==> config.mk <==
export PLATFORM = sky130hd
export DESIGN_NAME = decode_stage
export DESIGN_NICKNAME = d
export VERILOG_FILES = /design/src/rtl/rv32i_pkg.sv /design/src/rtl/decode_fields.sv /design/src/rtl/decode_stage.sv
export SDC_FILE = /design/constraint.sdc
export NUM_CORES = 1
export LEC_CHECK = 0
export ABC_AREA = 1
export ABC_CLOCK_PERIOD_IN_PS = 1550
export BUFFER_PORTS_ARGS = -buffer_cell sky130_fd_sc_hd__buf_2
export CAP_MARGIN = 5
export CORE_MARGIN = 2
export CORE_UTILIZATION = 44
export DETAILED_ROUTE_END_ITERATION = 10
export GPL_ROUTABILITY_DRIVEN = 0
export GPL_TIMING_DRIVEN = 0
export PLACE_DENSITY = 0.81
export SLEW_MARGIN = 5
export SYNTH_ARGS = -nofsm -noshare
export SYNTH_HDL_FRONTEND = slang
export SYNTH_SLANG_ARGS = --single-unit
==> constraint.sdc <==
create_clock -name clk -period 1.55 [get_ports clk]
set_clock_uncertainty 0.05 [all_clocks]
set_input_delay 0.2325 -clock clk [delete_from_list [all_inputs] [get_ports clk]]
set_output_delay 0.2325 -clock clk [all_outputs]
set_load 0.1 [all_outputs]
==> src/rtl/rv32i_pkg.sv <==
// Shared RV32I decode definitions: opcodes, format codes, default width, decoded-field bundle.
// Latency: n/a (types and constants only).
// Backpressure: n/a.
package rv32i_pkg;

   localparam int XLEN_DEF = 32;

   localparam logic [6:0] OP_LOAD   = 7'b0000011;
   localparam logic [6:0] OP_STORE  = 7'b0100011;
   localparam logic [6:0] OP_BRANCH = 7'b1100011;
   localparam logic [6:0] OP_JAL    = 7'b1101111;
   localparam logic [6:0] OP_JALR   = 7'b1100111;
   localparam logic [6:0] OP_LUI    = 7'b0110111;
   localparam logic [6:0] OP_AUIPC  = 7'b0010111;
   localparam logic [6:0] OP_OP     = 7'b0110011;
   localparam logic [6:0] OP_OPIMM  = 7'b0010011;
   localparam logic [6:0] OP_SYSTEM = 7'b1110011;
   localparam logic [6:0] OP_FENCE  = 7'b0001111;

   localparam logic [2:0] FMT_R    = 3'd0;
   localparam logic [2:0] FMT_I    = 3'd1;
   localparam logic [2:0] FMT_S    = 3'd2;
   localparam logic [2:0] FMT_B    = 3'd3;
   localparam logic [2:0] FMT_U    = 3'd4;
   localparam logic [2:0] FMT_J    = 3'd5;
   localparam logic [2:0] FMT_NONE = 3'd7;

   // Width-independent decoded fields; PC and immediate travel separately since they scale with XLEN.
   typedef struct packed {
      logic [6:0] opcode;
      logic [4:0] rd;
      logic [4:0] rs1;
      logic [4:0] rs2;
      logic [2:0] funct3;
      logic [6:0] funct7;
      logic [2:0] fmt;
      logic       illegal;
   } dec_t;

endpackage

==> src/rtl/decode_fields.sv <==
// Combinational RV32I field extraction, format classification, immediate generation, illegal check.
// Latency: 0 cycles (pure combinational).
// Backpressure: none; the enclosing stage owns all flow control.
module decode_fields
   import rv32i_pkg::*;
#(
   parameter int XLEN      = XLEN_DEF,
   parameter int ILL_CHECK = 1
) (
   input  logic [31:0]     i_inst,
   output dec_t            o_dec,
   output logic [XLEN-1:0] o_imm
);

   logic [6:0]  w_op;
   logic [2:0]  w_f3;
   logic [6:0]  w_f7;
   logic [2:0]  w_fmt;
   logic [31:0] w_imm32;
   logic        w_ill;

   assign w_op = i_inst[6:0];
   assign w_f3 = i_inst[14:12];
   assign w_f7 = i_inst[31:25];

   // Classify the instruction format from the opcode alone.
   always_comb begin
      w_fmt = FMT_NONE;
      case (w_op)
         OP_OP:                                        w_fmt = FMT_R;
         OP_LOAD, OP_OPIMM, OP_JALR, OP_SYSTEM, OP_FENCE: w_fmt = FMT_I;
         OP_STORE:                                     w_fmt = FMT_S;
         OP_BRANCH:                                    w_fmt = FMT_B;
         OP_LUI, OP_AUIPC:                             w_fmt = FMT_U;
         OP_JAL:                                       w_fmt = FMT_J;
         default:                                      w_fmt = FMT_NONE;
      endcase
   end

   // Assemble the 32-bit immediate for the detected format; R and unknown formats carry zero.
   always_comb begin
      w_imm32 = '0;
      case (w_fmt)
         FMT_I: w_imm32 = {{20{i_inst[31]}}, i_inst[31:20]};
         FMT_S: w_imm32 = {{20{i_inst[31]}}, i_inst[31:25], i_inst[11:7]};
         FMT_B: w_imm32 = {{19{i_inst[31]}}, i_inst[31], i_inst[7], i_inst[30:25], i_inst[11:8], 1'b0};
         FMT_U: w_imm32 = {i_inst[31:12], 12'b0};
         FMT_J: w_imm32 = {{11{i_inst[31]}}, i_inst[31], i_inst[19:12], i_inst[20], i_inst[30:21], 1'b0};
         default: w_imm32 = '0;
      endcase
   end

   // Flag encodings outside RV32I: bad quadrant, unknown opcode, reserved funct3/funct7 combinations.
   always_comb begin
      w_ill = 1'b0;
      if (i_inst[1:0] != 2'b11 || w_fmt == FMT_NONE) w_ill = 1'b1;
      case (w_op)
         OP_LOAD:   if (w_f3 == 3'b011 || w_f3 == 3'b110 || w_f3 == 3'b111) w_ill = 1'b1;
         OP_STORE:  if (w_f3 > 3'b010) w_ill = 1'b1;
         OP_BRANCH: if (w_f3 == 3'b010 || w_f3 == 3'b011) w_ill = 1'b1;
         OP_JALR:   if (w_f3 != 3'b000) w_ill = 1'b1;
         OP_OP: begin
            if (w_f7 != 7'b0000000 && w_f7 != 7'b0100000) w_ill = 1'b1;
            else if (w_f7 == 7'b0100000 && w_f3 != 3'b000 && w_f3 != 3'b101) w_ill = 1'b1;
         end
         OP_OPIMM: begin
            if (w_f3 == 3'b001 && w_f7 != 7'b0000000) w_ill = 1'b1;
            else if (w_f3 == 3'b101 && w_f7 != 7'b0000000 && w_f7 != 7'b0100000) w_ill = 1'b1;
         end
         default: ;
      endcase
   end

   assign o_dec = '{opcode:  w_op,
                    rd:      i_inst[11:7],
                    rs1:     i_inst[19:15],
                    rs2:     i_inst[24:20],
                    funct3:  w_f3,
                    funct7:  w_f7,
                    fmt:     w_fmt,
                    illegal: (ILL_CHECK != 0) ? w_ill : 1'b0};

   // U-type already places bit 31 at the top, so one sign extension covers every format.
   assign o_imm = XLEN'(signed'(w_imm32));

endmodule

==> src/rtl/decode_stage.sv <==
// Registered RV32I decode stage with valid/ready on both sides; DECODE_SKID_EN adds a 1-entry skid buffer.
// Latency: 1 cycle in -> out; full throughput, push and pop in the same cycle need no bubble.
// Backpressure: base in_ready = !out_valid | out_ready; with DECODE_SKID_EN in_ready = !skid_valid (registered).
module decode_stage
   import rv32i_pkg::*;
#(
   parameter int XLEN      = XLEN_DEF,
   parameter int ILL_CHECK = 1
) (
   input  logic            clk,
   input  logic            rst,
   input  logic            flush,
   input  logic            in_valid,
   output logic            in_ready,
   input  logic [31:0]     in_inst,
   input  logic [XLEN-1:0] in_pc,
   output logic            out_valid,
   input  logic            out_ready,
   output logic [XLEN-1:0] out_pc,
   output logic [6:0]      out_opcode,
   output logic [4:0]      out_rd,
   output logic [4:0]      out_rs1,
   output logic [4:0]      out_rs2,
   output logic [2:0]      out_funct3,
   output logic [6:0]      out_funct7,
   output logic [2:0]      out_fmt,
   output logic [XLEN-1:0] out_imm,
   output logic            out_illegal
);

   dec_t            w_dec;
   logic [XLEN-1:0] w_imm;
   logic            w_push;
   logic            w_pop;

   logic            r_out_vld;
   dec_t            r_out_dec;
   logic [XLEN-1:0] r_out_pc;
   logic [XLEN-1:0] r_out_imm;

   decode_fields #(.XLEN(XLEN), .ILL_CHECK(ILL_CHECK)) u_fields (
      .i_inst (in_inst),
      .o_dec  (w_dec),
      .o_imm  (w_imm)
   );

   // A flush cycle swallows any offered instruction.
   assign w_push = in_valid & in_ready & ~flush;
   assign w_pop  = r_out_vld & out_ready;

`ifdef DECODE_SKID_EN
   logic            r_skid_vld;
   dec_t            r_skid_dec;
   logic [XLEN-1:0] r_skid_pc;
   logic [XLEN-1:0] r_skid_imm;

   assign in_ready = ~r_skid_vld;

   // Output register refills from skid first to keep order; a push during an output stall parks in skid.
   always_ff @(posedge clk) begin
      if (rst) begin
         r_out_vld  <= 1'b0;
         r_out_dec  <= '0;
         r_out_pc   <= '0;
         r_out_imm  <= '0;
         r_skid_vld <= 1'b0;
         r_skid_dec <= '0;
         r_skid_pc  <= '0;
         r_skid_imm <= '0;
      end else if (flush) begin
         r_out_vld  <= 1'b0;
         r_skid_vld <= 1'b0;
      end else if (!r_out_vld || w_pop) begin
         if (r_skid_vld) begin
            // in_ready is low while skid is full, so no push can coincide here.
            r_out_vld  <= 1'b1;
            r_out_dec  <= r_skid_dec;
            r_out_pc   <= r_skid_pc;
            r_out_imm  <= r_skid_imm;
            r_skid_vld <= 1'b0;
         end else begin
            r_out_vld <= w_push;
            if (w_push) begin
               r_out_dec <= w_dec;
               r_out_pc  <= in_pc;
               r_out_imm <= w_imm;
            end
         end
      end else if (w_push) begin
         r_skid_vld <= 1'b1;
         r_skid_dec <= w_dec;
         r_skid_pc  <= in_pc;
         r_skid_imm <= w_imm;
      end
   end
`else
   assign in_ready = ~r_out_vld | out_ready;

   // Single output register: load on push (also covers pop+push reload), clear valid on a bare pop.
   always_ff @(posedge clk) begin
      if (rst) begin
         r_out_vld <= 1'b0;
         r_out_dec <= '0;
         r_out_pc  <= '0;
         r_out_imm <= '0;
      end else if (flush) begin
         r_out_vld <= 1'b0;
      end else if (w_push) begin
         r_out_vld <= 1'b1;
         r_out_dec <= w_dec;
         r_out_pc  <= in_pc;
         r_out_imm <= w_imm;
      end else if (w_pop) begin
         r_out_vld <= 1'b0;
      end
   end
`endif

   assign out_valid   = r_out_vld;
   assign out_pc      = r_out_pc;
   assign out_opcode  = r_out_dec.opcode;
   assign out_rd      = r_out_dec.rd;
   assign out_rs1     = r_out_dec.rs1;
   assign out_rs2     = r_out_dec.rs2;
   assign out_funct3  = r_out_dec.funct3;
   assign out_funct7  = r_out_dec.funct7;
   assign out_fmt     = r_out_dec.fmt;
   assign out_imm     = r_out_imm;
   assign out_illegal = r_out_dec.illegal;

endmodule

Yosys cells after proc, flatten, opt, wreduce, memory -nomap -nowiden. Index checks and enable logic that the tools add are counted.

Output and inout port bits: 102. Flip-flop bits (word level): 101. Logic and storage cells: 76. Input port bits: 69.

Equality and inequality tests: 27. Order comparisons: 1. Reductions and logical operators: 17. Bitwise operators: 6. Muxes and demuxes: 14.

Operators by type and width (count): one-hot mux 32 bit (5 select lines) (1); equality test 7 x 6 -> 1 bit, second input constant (4); equality test 7 bit, second input constant (4); equality test 3 bit, second input constant (6); one-hot mux 3 bit (6 select lines) (1); equality test 7 x 5 -> 1 bit, second input constant (2); equality test 3 x 2 -> 1 bit, second input constant (4); two-way mux 1 bit (11); equality test 7 x 2 -> 1 bit, second input constant (1); equality test 7 x 4 -> 1 bit, second input constant (1); inequality test 7 x 6 -> 1 bit, second input constant (1); nonzero test 7 bit (1); equality test 3 x 1 -> 1 bit, second input constant (2); logical AND 1 bit (6); one-hot mux 1 bit (6 select lines) (1); OR reduction 5 bit (1); logical OR 1 bit (4); OR reduction 2 bit (2); AND 1 bit (3); > comparator 3 x 2 -> 1 bit, second input constant (1); inequality test 3 bit, second input constant (1); nonzero test 3 bit (1); inequality test 2 bit, second input constant (1); NOT 1 bit (2); 3 further kinds (3).

Logic depth before layout (Yosys ltp). Gate-level depths: netlist of the first run.

Word-level depth: 9. Mapped depth: 12. Depth with buffers taken out: 12.

Hierarchy. From an unflattened synthesis of the first run, not the netlist that was laid out.

Cell total of the unflattened synthesis: 875. Area, all modules: 5859.4 um^2.

Modules (own cells, without submodules): decode_stage (area each 4598.2 um^2, instances 1, cells an instance 662, seq. area each 2021.9 um^2); decode_fields (area each 1261.2 um^2, instances 1, cells an instance 213, seq. area each 0.0 um^2).

Least setup slack after synthesis of the first run. OpenSTA, ideal clock, no wires.

Path type: flip-flop to flip-flop. From: reg r_out_vld, in the netlist out_valid. To: reg r_out_imm[12], in the netlist out_imm[12]. Arrival: 1967 ps. Buffers on the path: 2. Library setup time: 70 ps. Period minus slack after synthesis: 2088 ps. Stages on the path, launching flop included: 9. Setup slack: -538 ps. Required time: 1430 ps. Cells stage by stage: dfxtp_1 -> inv_1 -> nor2_1 -> nor3_1 -> buf_2 -> inv_2 -> buf_1 -> nand2_1 -> a21oi_1.

Word-level cells in the longest chain between the ends: 5.

Ends and longest elaborated chain: start, declared (line decode_stage.sv:36) `logic r_out_vld;`; start signal, assigned (line decode_stage.sv:102) `r_out_vld <= 1'b0;`; start signal, assigned (line decode_stage.sv:107) `r_out_vld <= 1'b0;`; start signal, assigned (line decode_stage.sv:109) `r_out_vld <= 1'b1;`; NOT 1 bit (line decode_stage.sv:97) `assign in_ready = ~r_out_vld | out_ready;`; bitwise OR 1 bit (line decode_stage.sv:97); AND 1 bit (2 in a row) (line decode_stage.sv:48) `assign w_push = in_valid & in_ready & ~flush;`; AND reduction 2 bit (no line); end signal, assigned (line decode_stage.sv:112) `r_out_imm <= w_imm;`; end, declared (line decode_stage.sv:39) `logic [XLEN-1:0] r_out_imm;`.

No other way between the ends. A chain may end at the register's enable or synchronous reset.

Worst setup path in the final report of the first run.
From: reg r_out_vld, in the netlist out_valid. To: reg r_out_imm[2], in the netlist out_imm[2].

The elaborated chain is that of the path after synthesis.

==> impl_metrics.py, run 1 <==
metrics = {
    "outcome": {
        "status": "finished, final reports clean",
    },
    "clock_network": {
        "numCtsBuffers": 9,
        "cts.sinks": 101,
        "cts_buffer_depth": 2,
        "cts_tree": "built",
        "clk_latency_ps": 370,
        "cts-root-buf": "clkbuf_8",
        "clk_pin_slew_ps": 100,
        "cts_max_level": 3,
    },
    "yosys": {
        "ys_types": 30,
        "synth_top_area_share_pct": 47.8,
        "ys_seq_area_share_pct": 47.8,
        "ys_ff_latch": 101,
        "synthTopCellsByArea": "dfxtp_1, nand2_1, nor2_1, o21ai_0, a21oi_1",
        "synth_area_per_cell_um2": 7.22,
        "syn_nets": 655,
        "yosysWarnings": 0,
        "synth_top_area_cell": "dfxtp_1",
        "syn_area_mm2": 0.00423,
        "syn_inst": 586,
    },
    "pwr": {
        "p_clk_share_pct": 27.8,
        "peakVddDrop_mv": 0.566,
        "p_seq_share_pct": 45.9,
        "switching_share_pct": 38.8,
        "p_leak_uw": 0.00275,
        "p_per_area_mw_per_mm2": 1090,
        "combPwrFrac_pct": 26.3,
        "p_switching_uw": 2350,
        "intPower_uw": 3710,
    },
    "global_routing": {
        "grt_max_degree": 19,
        "track_usage_pct": 24.4,
        "antenna_found_initial": 0,
        "grt_pass1_vias": 4251,
        "grt_overflow_total": 0,
        "grt_pass1_wl_um": 20100,
    },
    "placed_design": {
        "place_hpwl_um": 9710,
        "placedCellCount": 884,
        "place_area_mm2": 0.00524,
        "post-place-ws_ps": -407,
        "port-buffer-count": 169,
    },
    "detailed_routing": {
        "drt_iter0_markers": 235,
        "first_pass_iters": 5,
        "via_per_inst": 5.08,
        "avgRoutedWirePerCell_um": 14.4,
        "totalWireLength_um": 13000,
        "drc": 0,
        "via_count": 4586,
        "antenna_left": 0,
    },
    "floorplanning": {
        "pin_count": 171,
        "coreArea_mm2": 0.00928,
        "start_util_pct": 45.6,
        "die_w_um": 102,
        "rows": 35,
        "die_y_um": 102,
        "fp.dieArea_mm2": 0.0104,
    },
    "sta": {
        "relSlewSlack_pct": 63.1,
        "finalSetupViolations": 0,
        "grt_setup_unrepaired": "yes",
        "worstMarginPinSlew_ps": 554,
        "whs_ps": 34.9,
        "period_needed_ps": 1480,
        "setup_slack_ps": 69.0,
        "maxSlewViolCount": 0,
        "min_period_over_period_pct": 95.5,
        "fmax_ghz": 0.675,
        "hold_viol": 0,
    },
    "final_layout": {
        "instances_no_fill": 903,
        "drive_above_1_share_pct": 31.3,
        "fin_util_pct": 60.1,
        "area_growth_pct": 32.0,
        "num_antenna_cells": 0,
        "fin_nets": 838,
        "final_area_mm2": 0.00558,
    },
    "job": {
        "cap_violations": 0,
    },
    "setup_path": {
        "crit_path_end_kind": "register",
        "cp.required_ps": 1790,
        "critPathKind": "reg -> reg",
        "crit_arrival_ps": 1720,
        "cp_max_fo": 10,
        "cp-start-kind": "register",
    },
    "worst_hold_path": {
        "min_path_type": "in -> reg",
    },
}
==> worst paths after layout <==
path                                 to                       start  slack, ps  cells past startpoint
max             out_imm[2]$_SDFFE_PP0P_      out_valid$_SDFFE_PP0P_         70                      7
min             out_pc[15]$_SDFFE_PP0P_                   in_pc[15]         30                      3
max reg2reg     out_imm[2]$_SDFFE_PP0P_      out_valid$_SDFFE_PP0P_         70                      7
min reg2reg  out_funct7[2]$_SDFFE_PP0P_  out_funct7[2]$_SDFFE_PP0P_        420                      2
==> cells in the mapped netlist <==
library cell	count
a211oi_1	1
a21oi_1	60
a31oi_1	1
a41oi_1	6
buf_1	3
buf_2	4
buf_4	1
buf_6	1
clkbuf_1	26
dfxtp_1	101
inv_1	31
inv_2	6
inv_6	1
nand2_1	126
nand2_2	5
nand2_4	3
nand3_1	13
nand4_1	6
nor2_1	101
nor2_2	2
nor2_4	2
nor3_1	3
o2111ai_1	6
o2111ai_2	1
o211ai_1	2
o21a_1	1
o21ai_0	69
o21ai_4	1
o21bai_1	2
o311ai_0	1
==> metal layers <==
layer	global-route usage (%)	up-vias	routed length, µm
li1	-	2283	-
met1	30.6	2083	5520
met2	39.8	195	6100
met3	7.66	25	1160
met4	8.62	0	238
met5	0	-	0
==> layout make-up <==
type,count,area [µm²]
multi-input cells,412,1960
plain buffers,34,196
flip-flops and latches,101,2030
well taps,129,161
repair buffers,173,885
clock buffers,10,149
fillers,915,3700
clock inverters,6,52.6
inverters,38,150
==> critical path, stage by stage, from the launching register on <==
cell      delay [ps]
dfxtp_4          350
inv_1             60
nor2_2            50
nor3_4           230
buf_4            240
clkbuf_4         220
nand2_1           70
a21oi_1          130
==> sequential cells by signal (all words and copies together) (netlist names) <==
signal / count
out_imm: 32
out_pc: 32
out_funct7: 7
out_opcode: 7
out_rd: 5
out_rs1: 5
out_rs2: 5
out_fmt: 3
out_funct3: 3
out_illegal: 1
out_valid: 1
==> timing repair <==
item                                    4_1_cts  5_1_grt
pin swaps                                     0        2
hold buffers                                  1        0
gates resized for setup                      28       25
gates cloned                                  0        1
endpoints found under the setup margin      101       96
setup buffers                                 1        1
hold endpoints to repair                      1        0
==> cell usage in the layout, fill, tap and decap left out, drive strengths merged, types with 3 or more instances in the layout <==
| cell | synthesis | final |
|---|---|---|
| buf | 9 | 182 |
| nand2 | 134 | 134 |
| nor2 | 105 | 105 |
| dfxtp | 101 | 101 |
| o21ai | 70 | 70 |
| a21oi | 60 | 60 |
| inv | 38 | 41 |
| clkbuf | 26 | 34 |
| nand3 | 13 | 13 |
| o2111ai | 7 | 7 |
| a41oi | 6 | 6 |
| nand4 | 6 | 6 |
| nor3 | 3 | 3 |
==> cell families after synthesis <==
kind of cell,Yosys count,share of synthesized area (%)
AND/OR/NAND/NOR,261,25.3
AO/OA/AOI/OAI,151,19.9
flip-flops,101,47.8
buffers and inverters,73,6.98
==> per-stage QoR <==
stage	power (µW)	TNS, ps
after floorplan	4040	-2610
after global placement	4360	-13290
after detailed placement	4380	-17520
final	6060	0
after CTS	6050	0
after global routing	6260	-74.7
==> power by group through the flow <==
stage	clock (µW)	combinational [µW]	sequential, µW
after floorplan	0	307	3730
after global placement	0	1530	2830
after detailed placement	0	1550	2830
after CTS	1700	1570	2780
after global routing	1800	1670	2790
final	1680	1590	2780
Note: power is estimated with default switching activity, not from simulation.
==> run 2: changes to the inputs <==
- ABC_CLOCK_PERIOD_IN_PS: 1550 -> 1400
- CORE_UTILIZATION: 44 -> 45
- PLACE_DENSITY: 0.81 -> 0.79
- RECOVER_POWER: default -> 25
- clock period: 1.55 -> 1.4 ns (I/O delays scaled with it)
==> run 2 against run 1 <==
Compared with the run above:
- the run now ends with negative setup slack left
- register-to-register slack lost 140 ps
- design area rose by 20%
- sequential share of layout area is 5.9 points lower
- largest cell class is now multi-input gates
- flip-flop and latch count did not move
- critical path depth increased by 1
- largest power group unchanged
==> impl_metrics.py, run 2 (synthesis results as in run 1) <==
metrics = {
    "outcome": {
        "status": "finished with violations",
        "violations": "negative setup slack",
    },
    "setup_path": {
        "reg2reg_slack_ps": -70,
        "rr_endpoint": "out_imm[9]$_SDFFE_PP0P_",
        "path_cells": "inv_2 -> nor2_2 -> nor3_4 -> buf_6 -> buf_12 -> buf_8 -> nand2_2 -> a21oi_2",
        "cp_top_family": "buffers and inverters",
        "cpPeakStageDelay_ps": 350,
        "r2r-start": "out_valid$_SDFFE_PP0P_",
        "cp_max_fo": 7,
        "reg2regPathDepth": 8,
        "startpoint": "out_valid$_SDFFE_PP0P_",
        "crit_arrival_ps": 1720,
        "critPathKind": "reg -> reg",
        "cp-start-kind": "register",
        "cp.required_ps": 1650,
        "slowest_stage": "dfxtp_4",
        "crit_path_end_kind": "register",
        "crit_cells": 8,
        "cp-endpoint": "out_imm[9]$_SDFFE_PP0P_",
        "crit_buf_inv": 4,
    },
    "sta": {
        "grt_setup_unrepaired": "yes",
        "tns_ps": -1820,
        "finalSetupViolations": 56,
        "hold_viol": 0,
        "fmax_ghz": 0.678,
        "period_needed_ps": 1470,
        "min_period_over_period_pct": 105,
        "maxSlewViolCount": 0,
        "whs_ps": 8.72,
        "relSlewSlack_pct": 55.4,
        "setup_slack_ps": -74.6,
        "worstMarginPinSlew_ps": 669,
    },
    "placed_design": {
        "place_area_mm2": 0.00531,
        "post-place-ws_ps": -514,
        "place_hpwl_um": 9620,
        "port-buffer-count": 169,
    },
    "global_routing": {
        "busiest_layer": "met2",
        "grt_overflow_total": 0,
        "use_met2_pct": 44.6,
        "track_usage_pct": 26.0,
        "antenna_found_initial": 0,
        "grt_pass1_wl_um": 20900,
        "grt_pass1_vias": 4414,
        "grt_max_degree": 18,
        "grt.met3_usage_pct": 4.09,
        "grt_util_met1_pct": 32.5,
    },
    "final_layout": {
        "drive_above_1_share_pct": 44.7,
        "layout_common_cells": "dfxtp_1, nand2_1, buf_2",
        "final_common_cell": "dfxtp_1",
        "num_antenna_cells": 0,
        "area_growth_pct": 57.8,
        "final_area_mm2": 0.00667,
        "fin_nets": 853,
    },
    "floorplanning": {
        "fp.dieArea_mm2": 0.0102,
        "start_util_pct": 46.0,
        "die_y_um": 101,
        "die_w_um": 101,
        "pin_count": 171,
        "coreArea_mm2": 0.00920,
        "rows": 35,
    },
    "clock_network": {
        "cts-root-buf": "clkbuf_8",
        "clk_pin_slew_ps": 100,
        "cts_max_level": 3,
        "clk_latency_ps": 370,
        "cts.sinks": 101,
        "cts_buffer_depth": 2,
        "cts_tree": "built",
        "numCtsBuffers": 9,
    },
    "pwr": {
        "combPwrFrac_pct": 30.0,
        "peakVddDrop_mv": 0.635,
        "p_seq_share_pct": 44.0,
        "p_switching_uw": 2700,
        "switching_share_pct": 38.5,
        "p_per_area_mw_per_mm2": 1050,
        "p_leak_uw": 0.00307,
        "p_clk_share_pct": 26.0,
        "intPower_uw": 4320,
    },
    "detailed_routing": {
        "drt_iter0_markers": 271,
        "via_per_inst": 5.40,
        "totalWireLength_um": 14600,
        "avgRoutedWirePerCell_um": 16.2,
        "drc": 0,
        "via_count": 4863,
        "first_pass_iters": 5,
        "antenna_left": 0,
    },
    "worst_hold_path": {
        "min_path_type": "in -> reg",
    },
    "job": {
        "cap_violations": 0,
    },
}
## run 2: worst min-delay path by stage
stage,startpoint,cells past startpoint,slack (ps),endpoint
finish,in_pc[25],3,9,out_pc[25]$_SDFFE_PP0P_
global route,in_pc[21],3,6,out_pc[21]$_SDFFE_PP0P_
CTS,in_pc[25],3,5,out_pc[25]$_SDFFE_PP0P_
detailed placement,flush,2,340,out_valid$_SDFFE_PP0P_
global placement,flush,2,330,out_valid$_SDFFE_PP0P_
floorplan,flush,1,230,out_valid$_SDFFE_PP0P_
## run 2: timing repair
action | CTS | global route
endpoints found under the setup margin | 166 | 132
endpoints found under the hold margin | 2 | 0
pin swaps | 19 | 28
hold buffers | 2 | 0
cloned | 4 | 6
resized for setup | 161 | 164
setup buffers | 6 | 1
## run 2: per-layer routing
layer / vias to the layer above / routed length [µm]
met4: 0 / 513
li1: 2330 / -
met5: - / 0
met3: 42 / 1120
met2: 222 / 7250
met1: 2269 / 5680
## run 2: per-stage QoR
stage	util, %	instances	power [µW]
CTS	66.3	893	6880
global placement	57.7	866	4850
floorplan	-	586	4500
detailed placement	57.7	866	4870
global route	72.6	900	7300
finish	72.6	900	7020
## run 2: power groups by stage
stage	registers, µW	clock network, µW	logic (µW)
floorplan	4130	0	368
global placement	3130	0	1720
detailed placement	3140	0	1740
CTS	3080	1860	1940
global route	3100	2010	2190
finish	3090	1830	2100
## run 2: area by class of cell
cell class | instances | area, µm²
buffer | 34 | 377
clock buffer | 11 | 153
fill | 706 | 2520
multi-input combinational | 412 | 2380
tap | 111 | 139
timing repair buffer | 188 | 1400
clock inverter | 5 | 38.8
inverter | 38 | 163
sequential | 101 | 2030
## run 2: worst register-to-register path, cell delays in order, from the launching register on
cell and delay (ps):
dfxtp_4 350, inv_2 40, nor2_2 40, nor3_4 180, buf_6 200, buf_12 170, buf_8 150, nand2_2 80
a21oi_2 150
